==> config.mk <==
export PLATFORM = sky130hd
export DESIGN_NAME = instr_cache
export DESIGN_NICKNAME = d
export VERILOG_FILES = /design/src/rtl/instr_cache_pkg.sv /design/src/rtl/icache_line_array.sv /design/src/rtl/instr_cache.sv
export SDC_FILE = /design/constraint.sdc
export NUM_CORES = 1
export LEC_CHECK = 0
export BUFFER_PORTS_ARGS = -buffer_cell sky130_fd_sc_hd__buf_2
export CAP_MARGIN = 25
export CORE_AREA = 2 2 453 343
export DETAILED_ROUTE_END_ITERATION = 8
export DIE_AREA = 0 0 455 345
export HOLD_SLACK_MARGIN = 0.03
export SLEW_MARGIN = 0
export SYNTH_ARGS = -nofsm -noshare
export SYNTH_HDL_FRONTEND = slang
export SYNTH_HIERARCHICAL = 1
export SYNTH_SLANG_ARGS = --single-unit
==> constraint.sdc <==
create_clock -name CLK -period 17.4 [get_ports CLK]
set_input_delay 5.22 -clock CLK [delete_from_list [all_inputs] [get_ports CLK]]
set_output_delay 5.22 -clock CLK [all_outputs]
set_load 0.1 [all_outputs]
==> src/rtl/instr_cache_pkg.sv <==
// Shared definitions for the instruction cache: FSM state encoding and a
// constant-evaluable log2 helper used to derive the address field widths.
// Field widths depend on module parameters, so each module derives them locally.
package instr_cache_pkg;

    // Miss-handling FSM: wait for a miss, fetch the block, write the line.
    typedef enum logic [1:0] {
        IDLE   = 2'd0,
        FETCH  = 2'd1,
        UPDATE = 2'd2
    } state_t;

    // Ceiling log2; returns 0 for a value of 1 so single-word blocks have no offset field.
    function automatic int clog2(input int value);
        int r;
        r = 0;
        for (int i = 0; i < 31; i++) begin
            if ((1 << i) < value) begin
                r = i + 1;
            end
        end
        return r;
    endfunction

endpackage

==> src/rtl/icache_line_array.sv <==
// Line storage for the direct-mapped instruction cache: valid bits, tags, block data.
// Read port is combinational (0 cycles); write port commits a whole line on the clock edge.
// No backpressure: the owner serialises writes, one line per cycle at most.
module icache_line_array
    import instr_cache_pkg::*;
#(
    parameter int LINES       = 8,
    parameter int BLOCK_WORDS = 4,
    parameter int INSTR_W     = 32,
    parameter int TAG_W       = 25,
    localparam int IDX_W      = clog2(LINES),
    localparam int OFF_SW     = (BLOCK_WORDS > 1) ? clog2(BLOCK_WORDS) : 1
) (
    input  logic                           clk,
    input  logic                           rst,
    // combinational read port
    input  logic [IDX_W-1:0]               rd_idx,
    input  logic [OFF_SW-1:0]              rd_off,
    output logic                           rd_valid,
    output logic [TAG_W-1:0]               rd_tag,
    output logic [INSTR_W-1:0]             rd_word,
    // synchronous whole-line write port
    input  logic                           wr_en,
    input  logic [IDX_W-1:0]               wr_idx,
    input  logic [TAG_W-1:0]               wr_tag,
    input  logic [INSTR_W*BLOCK_WORDS-1:0] wr_data
);

    logic [LINES-1:0]   valid_q;
    logic [TAG_W-1:0]   tag_q  [LINES];
    logic [INSTR_W-1:0] data_q [LINES][BLOCK_WORDS];

    // Valid bits are the only state that must be cleared; reset wipes them immediately.
    always_ff @(posedge clk or posedge rst) begin
        if (rst) begin
            valid_q <= '0;
        end else if (wr_en) begin
            valid_q[wr_idx] <= 1'b1;
        end
    end

    // Tag and data are don't-care while the line is invalid, so they carry no reset.
    always_ff @(posedge clk) begin
        if (wr_en) begin
            tag_q[wr_idx] <= wr_tag;
            for (int w = 0; w < BLOCK_WORDS; w++) begin
                data_q[wr_idx][w] <= wr_data[w*INSTR_W +: INSTR_W];
            end
        end
    end

    assign rd_valid = valid_q[rd_idx];
    assign rd_tag   = tag_q[rd_idx];

    // A single-word block has no offset field; the offset input is then unused.
    if (BLOCK_WORDS == 1) begin : g_single_word
        logic unused_off;
        assign unused_off = ^rd_off;
        assign rd_word    = data_q[rd_idx][0];
    end else begin : g_multi_word
        assign rd_word = data_q[rd_idx][rd_off];
    end

endmodule

==> src/rtl/instr_cache.sv <==
// Direct-mapped read-only instruction cache between CPU fetch and block-wide instruction memory.
// Hit: 0 cycles, combinational. Miss: BUSYWAIT for 1 + memory busy cycles + 1 cycles.
// Stalls the CPU via BUSYWAIT; waits on MEM_BUSYWAIT with MEM_READ held for the whole fetch.
module instr_cache
    import instr_cache_pkg::*;
#(
    parameter int PC_W        = 32,
    parameter int INSTR_W     = 32,
    parameter int LINES       = 8,
    parameter int BLOCK_WORDS = 4,
    localparam int OFF_W      = clog2(BLOCK_WORDS),
    localparam int IDX_W      = clog2(LINES),
    localparam int BA_W       = PC_W - 2 - OFF_W,
    localparam int TAG_W      = BA_W - IDX_W,
    localparam int OFF_SW     = (OFF_W > 0) ? OFF_W : 1
) (
    input  logic                           CLK,
    input  logic                           RESET,
    input  logic [PC_W-1:0]                PC,
    output logic [INSTR_W-1:0]             INSTRUCTION,
    output logic                           BUSYWAIT,
    output logic                           MEM_READ,
    output logic [BA_W-1:0]                MEM_ADDRESS,
    input  logic [INSTR_W*BLOCK_WORDS-1:0] MEM_READDATA,
    input  logic                           MEM_BUSYWAIT
);

    // PC decomposition: {tag, index, offset, byte[1:0]}; block address is {tag, index}.
    logic [BA_W-1:0]   pc_blk;
    logic [IDX_W-1:0]  pc_idx;
    logic [TAG_W-1:0]  pc_tag;
    logic [OFF_SW-1:0] pc_off;
    logic              unused_pc_byte;

    assign pc_blk         = PC[PC_W-1:2+OFF_W];
    assign pc_idx         = pc_blk[IDX_W-1:0];
    assign pc_tag         = pc_blk[BA_W-1:IDX_W];
    assign unused_pc_byte = ^PC[1:0];

    if (OFF_W == 0) begin : g_no_off
        assign pc_off = 1'b0;
    end else begin : g_off
        assign pc_off = PC[OFF_W+1:2];
    end

    // FSM state and registered memory-side outputs; miss_addr doubles as MEM_ADDRESS.
    state_t                     state;
    logic                       mem_read_q;
    logic [BA_W-1:0]            miss_addr;
    logic [INSTR_W*BLOCK_WORDS-1:0] fill_q;

    // Line array interface
    logic               rd_valid;
    logic [TAG_W-1:0]   rd_tag;
    logic [INSTR_W-1:0] rd_word;
    logic               wr_en;
    logic [IDX_W-1:0]   wr_idx;
    logic [TAG_W-1:0]   wr_tag;
    logic               hit;

    icache_line_array #(
        .LINES       (LINES),
        .BLOCK_WORDS (BLOCK_WORDS),
        .INSTR_W     (INSTR_W),
        .TAG_W       (TAG_W)
    ) u_lines (
        .clk      (CLK),
        .rst      (RESET),
        .rd_idx   (pc_idx),
        .rd_off   (pc_off),
        .rd_valid (rd_valid),
        .rd_tag   (rd_tag),
        .rd_word  (rd_word),
        .wr_en    (wr_en),
        .wr_idx   (wr_idx),
        .wr_tag   (wr_tag),
        .wr_data  (fill_q)
    );

    assign hit = rd_valid && (rd_tag == pc_tag);

    // The line write always targets the latched miss address, never the live PC,
    // so a PC change during the fill cannot corrupt an unrelated line.
    assign wr_en  = (state == UPDATE);
    assign wr_idx = miss_addr[IDX_W-1:0];
    assign wr_tag = miss_addr[BA_W-1:IDX_W];

    // Miss-handling FSM: latch the block address, hold MEM_READ until memory answers,
    // then spend one cycle committing the line before re-evaluating the PC.
    always_ff @(posedge CLK or posedge RESET) begin
        if (RESET) begin
            state      <= IDLE;
            mem_read_q <= 1'b0;
            miss_addr  <= '0;
        end else begin
            case (state)
                IDLE: begin
                    if (!hit) begin
                        miss_addr  <= pc_blk;
                        mem_read_q <= 1'b1;
                        state      <= FETCH;
                    end
                end
                FETCH: begin
                    if (!MEM_BUSYWAIT) begin
                        mem_read_q <= 1'b0;
                        state      <= UPDATE;
                    end
                end
                UPDATE: begin
                    state <= IDLE;
                end
                default: begin
                    mem_read_q <= 1'b0;
                    state      <= IDLE;
                end
            endcase
        end
    end

    // Capture the block in the cycle memory drops busy; a reset returns the FSM to IDLE,
    // so in-flight data is never captured or committed after it.
    always_ff @(posedge CLK) begin
        if (state == FETCH && !MEM_BUSYWAIT) begin
            fill_q <= MEM_READDATA;
        end
    end

    assign MEM_READ    = mem_read_q;
    assign MEM_ADDRESS = miss_addr;

    // Invalid lines read as zero; reset clears every valid bit, which also zeroes this output.
    assign INSTRUCTION = rd_valid ? rd_word : '0;

    // Stall on a miss in IDLE and throughout the fill; reset forces the stall low at once.
    assign BUSYWAIT = !RESET && ((state != IDLE) || !hit);

endmodule

* After elaboration in Yosys (flattened, before gate mapping)
Memory sizes are Yosys's and may differ from the RTL's.
Cells that the tools add are included.
** Cells by class
- $lt $le $gt $ge :: 4
- Equality and inequality tests :: 5
- Mux-type cells :: 16
- Bitwise logic cells :: 4
- Reductions and logical operators :: 13
** Operator list (count)
- $mux 32 :: 3
- $bmux 32 s2 :: 1
- $eq 25x25->1 :: 1
- $lt 3x4->1 const B :: 2
- $or 8x8->8 :: 1
- $mux 1 :: 6
- $logic_and 1x1->1 :: 4
- $mux 2 :: 2
- $ne 2x2->1 const B :: 2
- $pmux 2 s2 :: 1
- $reduce_and 2->1 :: 2
- $bmux 1 s3 :: 1
- $demux 1 s3 :: 1
- $ge 3x1->1 const B :: 1
- $ge 3x3->1 const B :: 1
- $logic_not 1->1 :: 3
- $not 2->3 :: 1
- $pmux 1 s3 :: 1
- $reduce_and 3->1 :: 1
- $eq 2x1->1 const B :: 1
- $eq 2x2->1 const B :: 1
- $logic_not 2->1 :: 1
- $not 1->1 :: 2
- $reduce_bool 2->1 :: 1
- $logic_or 1x1->1 :: 1
** Storage, ports and cells
- Bits in registers :: 167
- RAM bits :: 1224
- Input port bits :: 163
- Output and inout port bits :: 62
- Logic and storage cells :: 49
- Memories :: 2
** Memories
- u_lines.data_q :: depth 8, bits a word 128, rd ports 1, clocked after memory_dff 0, write ports 1, line icache_line_array.sv:31 : logic [INSTR_W-1:0] data_q [LINES][BLOCK_WORDS];
- u_lines.tag_q :: depth 8, bits a word 25, rd ports 1, clocked after memory_dff 0, write ports 1, line icache_line_array.sv:30 : logic [TAG_W-1:0] tag_q [LINES];

* Longest topological paths before layout
Gate-level depths: netlist of the first run.
- Depth after elaboration :: 6
- Gate-level depth with buffers :: 13
- Mapped depth without buffers :: 7

* Modules after synthesis
The synthesis of the first run kept the hierarchy.
** Modules (own cells, without submodules)
- icache_line_array :: instances 1, cells an instance 2505, area an instance 47556.9 sq um, sequential area each 36955.4 sq um
- instr_cache :: instances 1, cells an instance 273, area an instance 5584.1 sq um, sequential area each 4619.4 sq um

* Worst setup path before layout of the first run
No wires, ideal clock.
- Kind :: input port to flip-flop
- From :: input MEM_BUSYWAIT
- To :: register fill_q[0] (enable)
- Setup time :: 0.799 ns
- Arrival :: 14.428 ns
- Data required time :: 16.601 ns
- Path slack :: 2.174 ns
- Stages on the path :: 1
- Path buffers :: 0
- Cell sequence :: nor3b_1
** Between the ends
- Cells in the longest elaborated chain, start to end :: 2
** Ends and longest elaborated chain
- start: declaration :: line instr_cache.sv:25 : input logic MEM_BUSYWAIT
- $logic_not 1->1 :: line instr_cache.sv:124 : if (state == FETCH && !MEM_BUSYWAIT) begin
- $logic_and 1x1->1 :: line instr_cache.sv:124
- end signal: assignment :: line instr_cache.sv:125 : fill_q <= MEM_READDATA;
- end: declaration :: line instr_cache.sv:50 : logic [INSTR_W*BLOCK_WORDS-1:0] fill_q;
Every way passes these cells.
A chain may end at the register's enable or synchronous reset.

* Final worst setup path of the first run
- From :: input PC[5]
- To :: output INSTRUCTION[30]
** Between the ends
- Cells in the longest elaborated chain, start to end :: 5
- Elaborated cells between the ends (all ways) :: 7
- Classes of those cells :: 6 x mux; 1 x memory
** Ends and longest elaborated chain
- start: declaration :: line instr_cache.sv:19 : input logic [PC_W-1:0] PC,
- $mem_v2 8x128
- $bmux 32 s2 :: line icache_line_array.sv:61 : assign rd_word = data_q[rd_idx][rd_off];
- $mux 32 (implied by the code) (2 in a row) :: line icache_line_array.sv:61
- net rd_word[30] :: line instr_cache.sv:55 : logic [INSTR_W-1:0] rd_word;
- $mux 32 :: line instr_cache.sv:133 : assign INSTRUCTION = rd_valid ? rd_word : '0;
- end: declaration :: line instr_cache.sv:20 : output logic [INSTR_W-1:0] INSTRUCTION,
The timed path passes the listed nets, and every way through them passes these cells. The select of a mux whose other input is x is not followed.

==> results of run 1 <==
-- power groups by stage --
stage                     clock (W)  combinational [W]  sequential, W
after floorplan                   0           0.000492        0.00425
after global placement            0           0.000901        0.00409
after detailed placement          0           0.000905        0.00410
after CTS                   0.00290           0.000906        0.00403
after global routing        0.00304           0.000935        0.00405
final                       0.00282           0.000892        0.00402
-- logic make-up after synthesis --
| family | Yosys count | synth area share |
|---|---|---|
| DFF | 1391 | 0.782 |
| muxes | 618 | 0.131 |
| buffers and inverters | 150 | 0.0179 |
| and+or+nand+nor | 302 | 0.0274 |
| AOI/OAI and AO/OA | 292 | 0.0376 |
| xor gates and xnor gates | 25 | 0.00412 |
-- how the worst min path moves through the flow --
| stage | cells past startpoint | endpoint | from |
|---|---|---|---|
| 5_1_grt | 1 | u_lines/valid_q[5] | u_lines/valid_q[5] |
| 3_5_place_dp | 1 | u_lines/valid_q[7] | u_lines/valid_q[7] |
| 3_3_place_gp | 1 | u_lines/valid_q[2] | u_lines/valid_q[2] |
| 6_report | 1 | u_lines/valid_q[7] | u_lines/valid_q[7] |
| 2_1_floorplan | 1 | u_lines/valid_q[2] | u_lines/valid_q[2] |
| 4_1_cts | 1 | u_lines/valid_q[7] | u_lines/valid_q[7] |
-- cell usage after synthesis, drive strengths merged (17+ instances only) --
master and number:
mux4 52, buf 127, a21oi 97, mux2 54, mux2i 512, nor3 35, nand3 96, and2 33
clkbuf 20, a22oi 96, edfxtp 1352, dfrtp 39, xnor2 17, a22o 64, nand2 103, a31oi 32
-- flip-flops by register name, indices dropped and copies added, names as in the netlist --
register and flops:
state 2, u_lines/valid_q 8, fill_q 128, MEM_ADDRESS 28
u_lines/tag_q 200, MEM_READ 1, u_lines/data_q 1024
-- metrics by stage --
step | area [µm²] | setup WS [ns]
2_1_floorplan | 53100 | 2.17
3_3_place_gp | 56400 | 3.29
3_5_place_dp | 56400 | 3.29
4_1_cts | 60700 | 3.27
5_1_grt | 60700 | 3.04
6_report | 60700 | 3.21
-- per-layer routing --
layer	wire length, µm	up-vias	GRT usage
li1	-	11700	-
met1	54600	13500	0.214
met2	61100	657	0.258
met3	5870	183	0.0275
met4	3160	0	0.0508
met5	0	-	0
-- final cells by class --
type,instances,share of cell area
tap,2032,0.0419
multi-input combinational,1237,0.176
timing repair buffer,270,0.0266
sequential,1391,0.685
clock buffer,178,0.0611
antenna,4,0.000165
inverter,3,0.000185
clock inverter,78,0.00905
-- worst register-to-register path: cells and delay by family, from the launching register on --
family | cells | cell delay [ns]
XOR/XNOR | 1 | 0.37
buffers and inverters | 1 | 0.42
AND/OR/NAND/NOR | 2 | 0.85
flip-flops | 1 | 0.36
AO/OA/AOI/OAI | 1 | 0.76
multiplexers | 3 | 1.16
==> summary.txt, run 1 <==
Power
  • Leakage: 20.8 nW
  • Gate power share: 0.115
  • Net Sw Frac: 0.269
  • Peak supply drop: 102 µV
  • Pwr Density: 127 nW/µm²
  • Clock power frac: 0.364
  • Pwr Total: 0.00773 W
  • Flop pwr share: 0.520
  • Internal: 0.00565 W
  • P_sw: 0.00208 W

CTS
  • Hold_buf cts: 0
  • Clk buf depth: 3
  • CTS tree: built
  • Worst-Skew Late Latency: 0.77 ns
  • CTS resizes: 0
  • Clock sinks: 1391
  • Setup Buffers After CTS: 0
  • Clk pin slew, worst setup/hold paths: 0.06 ns
  • CTS Buf Count: 139
  • Root buf cell: clkbuf_16
  • H-tree depth: 4

Synthesis
  • EDFF count, synth: 1352
  • Cells taking the most area after synthesis: edfxtp_1 (76%), mux2i_1 (9.6%), mux4_2 (2.2%), dfrtp_1 (1.8%), a22oi_1 (1.4%)
  • Synthesized area per cell: 19.1 µm²
  • Synth Instances: 2778
  • Mapped Area: 53100 µm²
  • Sequential element share of the synthesized area: 0.782
  • Ys flop type: edfxtp_1
  • Yosys top cell by area: edfxtp_1
  • Syn. warnings: 6
  • Synth top area share: 0.764
  • Post-synth ARST share: 0.0280
  • Synth cell types: 35
  • Mapped Nets: 2941
  • Synthesized flop and latch total: 1391

Setup path
  • CP max stage cell: buf_4
  • CP Cell Sequence: buf_8, buf_12, buf_4, mux2i_1, a22o_1, nor3_1, a31oi_1, nand3_1, and2_1, buf_2
  • Beginning of the critical path: PC[5]
  • WP depth: 10
  • Critical Path AT: 8.97 ns
  • R2r startpoint: u_lines/tag_q[7][0]
  • Worst Setup Path Type: in2out
  • Worst setup endpoint: INSTRUCTION[30]
  • RR Endpoint: MEM_ADDRESS[27]
  • CP endpoint kind: output port
  • Flop-to-flop setup slack: 13.37 ns
  • CP Buf/Inv Count: 4
  • Startpoint Class: input pin
  • Maximum fanout along the worst path: 102
  • Crit path required time: 12.18 ns
  • Critical Path Max Stage Delay: 0.70 ns
  • FF-to-FF path depth: 8
  • Crit-path leading delay family: buffers and inverters

Global routing
  • First-pass GRT wire length: 181000 µm
  • Initial antenna violation count: 18
  • Aggregate global-route resource usage: 0.158
  • Vias in the first global route: 26400
  • Global route total overflow: 0
  • Largest net degree at the start of global routing: 137

Die
  • Die Y-Extent: 345 µm
  • IO Pins: 225
  • Core area: 153000 µm²
  • Starting Density: 0.347
  • Die ar.: 157000 µm²
  • Die Wd: 455 µm
  • Rows: 125

Placement
  • Global placement routability congestion: 0.721
  • DP HPWL: 63300 µm
  • Placed instance count: 4932
  • Port Buf Inserts: 222

Layout
  • Multi-input gate area: 10700 µm²
  • Layout fillers: 13700
  • Final Util: 0.397
  • Area grow syn2layout: 14.3%
  • Nets@finish: 3205
  • Layout cell share with drive strength beyond 1: 0.187
  • Most common cell after layout, fill and taps aside: edfxtp_1
  • Final Non-Filler Cells: 5193
  • Register Area: 41600 µm²
  • Most frequent cells in the layout: edfxtp_1 (1352), mux2i_1 (512), buf_2 (220)

STA
  • RSZ-0062 raised after global routing: no
  • Maximum clock frequency: 0.0705 GHz
  • Setup_tns: 0 ns
  • Worst Tran Pin Value: 1.19 ns
  • Setup violators final: 0
  • Final Slew Violations: 0
  • Fin. Hold Viols: 0
  • Worst clock skew: 0.0290 ns
  • Min Tclk post-route: 14.19 ns
  • Final worst-path cycle share: 0.815
  • Max_slew headroom: 0.205
  • WHS: 0.462 ns

Drt
  • Via count: 26000
  • Via-to-Cell Ratio: 5.00
  • WL/cell: 24.0 µm
  • DRC: 0
  • Routed WL: 125000 µm
  • Initial DRC Count: 2117
  • DR pass1 iterations: 7
  • Detail Route Antenna Nets: 0

Outcome
  • Status: finished, final reports clean

Worst hold path
  • Worst min path class: reg2reg

Job
  • Total of max-cap violations: 0
Power figures use the tool's default switching activity.
==> run 2: changes to the inputs <==
--- a/config.mk
+++ b/config.mk
@@ -5,11 +5,12 @@
 export SDC_FILE = /design/constraint.sdc
 export NUM_CORES = 1
 export LEC_CHECK = 0
+export ABC_AREA = 1
 export BUFFER_PORTS_ARGS = -buffer_cell sky130_fd_sc_hd__buf_2
 export CAP_MARGIN = 25
-export CORE_AREA = 2 2 453 343
+export CORE_AREA = 2 2 463 350
 export DETAILED_ROUTE_END_ITERATION = 8
-export DIE_AREA = 0 0 455 345
+export DIE_AREA = 0 0 465 352
 export HOLD_SLACK_MARGIN = 0.03
 export SLEW_MARGIN = 0
 export SYNTH_ARGS = -nofsm -noshare
==> constraint.sdc (replaced) <==
create_clock -name CLK -period 13.7 [get_ports CLK]
set_input_delay 4.11 -clock CLK [delete_from_list [all_inputs] [get_ports CLK]]
set_output_delay 4.11 -clock CLK [all_outputs]
set_load 0.1 [all_outputs]
==> run 2 against run 1 <==
  * First-iteration DRC count rose by 46%
  * Setup slack got worse by 1.1 ns
  * Combinational power rose by 50%
  * Global-route usage rose by 1.7 points
  * Count of clock-buffer cells in the layout rose by 6
  * Area after synthesis rose by 4.2%
  * Die area rose by 4.3%
  * Sequential cell count did not move
  * Critical path depth rose by 3
  * Power rose by 37%
  * Sequential power rose by 37%
  * Critical path type unchanged
==> summary.txt, run 2 <==
Synthesis
  • Synthesized area per cell: 12.2 µm² (-36%)
  • Commonest cells post-synth: nand2_1 (1645), edfxtp_1 (1352), nand3_1 (782), nor2_1 (147), o21ai_0 (112)
  • Count leader, synth: nand2_1
  • Mapped Nets: 4692 (+60%)
  • Synthesized flop and latch total: 1391 (unchanged)
  • Synth cell types: 27 (-23%)
  • Syn. warnings: 6 (unchanged)
  • Sequential element share of the synthesized area: 0.751 (-0.0317)
  • Synth top area share: 0.733 (-0.0309)
  • Ys flop type: edfxtp_1
  • EDFF count, synth: 1352 (unchanged)
  • Yosys top cell by area: edfxtp_1
  • Post-synth ARST share: 0.0280 (unchanged)
  • Cells taking the most area after synthesis: edfxtp_1 (73%), nand2_1 (11%), nand3_1 (7.1%), dfrtp_1 (1.8%), buf_6 (1.2%)
  • Mapped Area: 55400 µm² (+4.2%)
  • Synth Instances: 4529 (+63%)

STA
  • Final worst-path cycle share: 0.844
  • Maximum clock frequency: 0.0865 GHz
  • Final Slew Violations: 0 (unchanged)
  • Worst clock skew: 0.0290 ns (-0.0000335 ns)
  • Min Tclk post-route: 11.56 ns
  • RSZ-0062 raised after global routing: no
  • Worst Tran Pin Value: 1.33 ns (+0.139 ns)
  • Setup_tns: 0 ns (unchanged)
  • Fin. Hold Viols: 0 (unchanged)
  • Max_slew headroom: 0.113 (-0.0927)
  • Setup violators final: 0 (unchanged)

Drt
  • DRC: 0 (unchanged)
  • DR pass1 iterations: 6 (-1)
  • WL/cell: 21.1 µm (-12%)
  • Detail Route Antenna Nets: 0 (unchanged)
  • Via-to-Cell Ratio: 4.97 (-0.65%)
  • Via count: 34400 (+33%)
  • Initial DRC Count: 3092 (+46%)
  • Routed WL: 146000 µm (+17%)

Die
  • Die Y-Extent: 352 µm (+2.0%)
  • Die Wd: 465 µm (+2.2%)
  • Die ar.: 164000 µm² (+4.3%)
  • Core area: 159000 µm² (+3.9%)
  • Starting Density: 0.348 (+0.00112)
  • Rows: 127 (+1.6%)
  • IO Pins: 225 (unchanged)

CTS
  • CTS resizes: 0 (unchanged)
  • Clk pin slew, worst setup/hold paths: 0.06 ns (about the same)
  • Setup Buffers After CTS: 0 (unchanged)
  • Root buf cell: clkbuf_16
  • Worst-Skew Late Latency: 0.77 ns (about the same)
  • H-tree depth: 4 (unchanged)
  • Clk buf depth: 3 (unchanged)
  • Hold_buf cts: 0 (unchanged)
  • CTS Buf Count: 142 (+2.2%)
  • CTS tree: built
  • Clock sinks: 1391 (unchanged)

Layout
  • Most common cell after layout, fill and taps aside: nand2_1
  • Area grow syn2layout: 13.2%
  • Max reg flops: 1024 (unchanged)
  • Register Area: 41600 µm² (unchanged)
  • Multi-input gate area: 11900 µm² (+11%)
  • Layout cell share with drive strength beyond 1: 0.108 (-0.0788)
  • Layout fillers: 14800 (+7.9%)
  • Nets@finish: 4846 (+51%)
  • Biggest register: u_lines/data_q
  • Most frequent cells in the layout: nand2_1 (1645), edfxtp_1 (1352), nand3_1 (782)
  • Largest regs: u_lines/data_q x1024, u_lines/tag_q x200, fill_q x128
  • Final Non-Filler Cells: 6930 (+33%)

Power
  • Internal: 0.00757 W (+34%)
  • Flop pwr share: 0.520 (about the same)
  • Net Sw Frac: 0.283 (+0.0143)
  • P_sw: 0.00299 W (+44%)
  • Pwr Total: 0.0106 W (+37%)
  • Pwr Density: 168 nW/µm² (+32%)
  • Peak supply drop: 141 µV (+38%)
  • Gate power share: 0.127 (+0.012)
  • Clock power frac: 0.353 (-0.011)
  • Leakage: 23.0 nW (+11%)

Setup path
  • Startpoint Class: input pin
  • Crit path required time: 9.59 ns (-2.59 ns)
  • CP endpoint kind: output port
  • Critical Path AT: 7.45 ns (-1.52 ns)
  • Worst Setup Path Type: in2out
  • Maximum fanout along the worst path: 171 (+68%)

Global routing
  • Initial antenna violation count: 26 (+8)
  • Aggregate global-route resource usage: 0.175 (+0.0171)
  • Largest net degree at the start of global routing: 205 (+50%)
  • Global route total overflow: 0 (unchanged)
  • Vias in the first global route: 32800 (+24%)
  • First-pass GRT wire length: 216000 µm (+19%)

Placement
  • Global placement routability congestion: 0.767 (+6.3%)
  • Port Buf Inserts: 222 (unchanged)
  • DP HPWL: 76800 µm (+21%)
  • Placed instance count: 6666 (+35%)

Worst hold path
  • Worst min path class: reg2reg

Outcome
  • Status: finished, final reports clean

Job
  • Total of max-cap violations: 0 (unchanged)
==> run 2: changes by cell type in the layout (fill, tap and decap cells not counted), moves of 12 or more <==
cell | before | now
a21oi_1 | 97 | 27
a22o_1 | 64 | 0
a22oi_1 | 96 | 0
and2_1 | 32 | 0
inv_1 | 2 | 71
mux2_2 | 45 | 0
mux2i_1 | 512 | 0
mux4_2 | 52 | 0
nand2_1 | 102 | 1645
nand3_1 | 96 | 782
nor2_1 | 1 | 138
nor3_1 | 33 | 0
o21ai_0 | 1 | 112
xnor2_1 | 17 | 5
==> run 2: final timing paths <==
kind                          start               endpoint  slack, ns  depth (start not counted)
min in group asynchronous     RESET     u_lines/valid_q[4]       3.31                          2
max in group asynchronous     RESET        MEM_ADDRESS[17]       9.87                          3
hold reg to reg            MEM_READ               MEM_READ       0.47                          2
setup / recovery              PC[5]        INSTRUCTION[28]       2.14                         13
setup reg to reg           state[0]  u_lines/data_q[5][45]       9.17                          6
hold / removal             MEM_READ               MEM_READ       0.47                          2
==> run 2: worst max-delay path: stages <==
cell and delay (ns):
buf_8 0.33, buf_4 0.54, buf_12 0.60, nand3_1 0.16
nand3_1 0.12, nand2_1 0.13, nand2_1 0.29, nand2_1 0.20
nand2_1 0.11, nand2_1 0.06, nand2_1 0.06, inv_1 0.08
buf_2 0.30
==> run 2: power by group through the flow <==
stage                     combinational [W]  sequential, W  clock, W
after floorplan                    0.000657        0.00584         0
after global placement              0.00134        0.00557         0
after detailed placement            0.00135        0.00558         0
after CTS                           0.00135        0.00550   0.00381
after global routing                0.00143        0.00554   0.00397
final                               0.00134        0.00549   0.00373
==> run 2: kinds of logic after synthesis <==
group	share of synthesized area
AOI/OAI and AO/OA	0.0178
xor gates and xnor gates	0.00111
buffers and inverters	0.0360
DFF	0.751
and+or+nand+nor	0.194
==> run 2: area by class of cell <==
| cell class | count | area share |
|---|---|---|
| timing repair buffer | 279 | 0.0283 |
| tap | 2128 | 0.0425 |
| multi-input combinational | 2784 | 0.190 |
| sequential | 1391 | 0.663 |
| clock inverter | 76 | 0.0103 |
| clock buffer | 184 | 0.0607 |
| inverter | 85 | 0.00555 |
| antenna | 3 | 0.000120 |
==> run 2: layer usage <==
layer  vias to the layer above  GRT usage  wire (µm)
li1                      16100          -          -
met1                     16900      0.246      64100
met2                      1168      0.274      67700
met3                       248     0.0321      10200
met4                        18     0.0595       4260
met5                         -          0         95
==> run 2: through the flow <==
step | worst slack (ns) | hold slack, ns | cell area [µm²] | utilization
final | 2.14 | 0.467 | 62700 | 0.394
after global routing | 2.10 | 0.476 | 62700 | 0.394
after CTS | 2.21 | 0.467 | 62700 | 0.394
after detailed placement | 2.22 | 0.453 | 58200 | 0.366
after global placement | 2.19 | 0.445 | 58200 | 0.366
after floorplan | 2.47 | 0.428 | 55400 | -
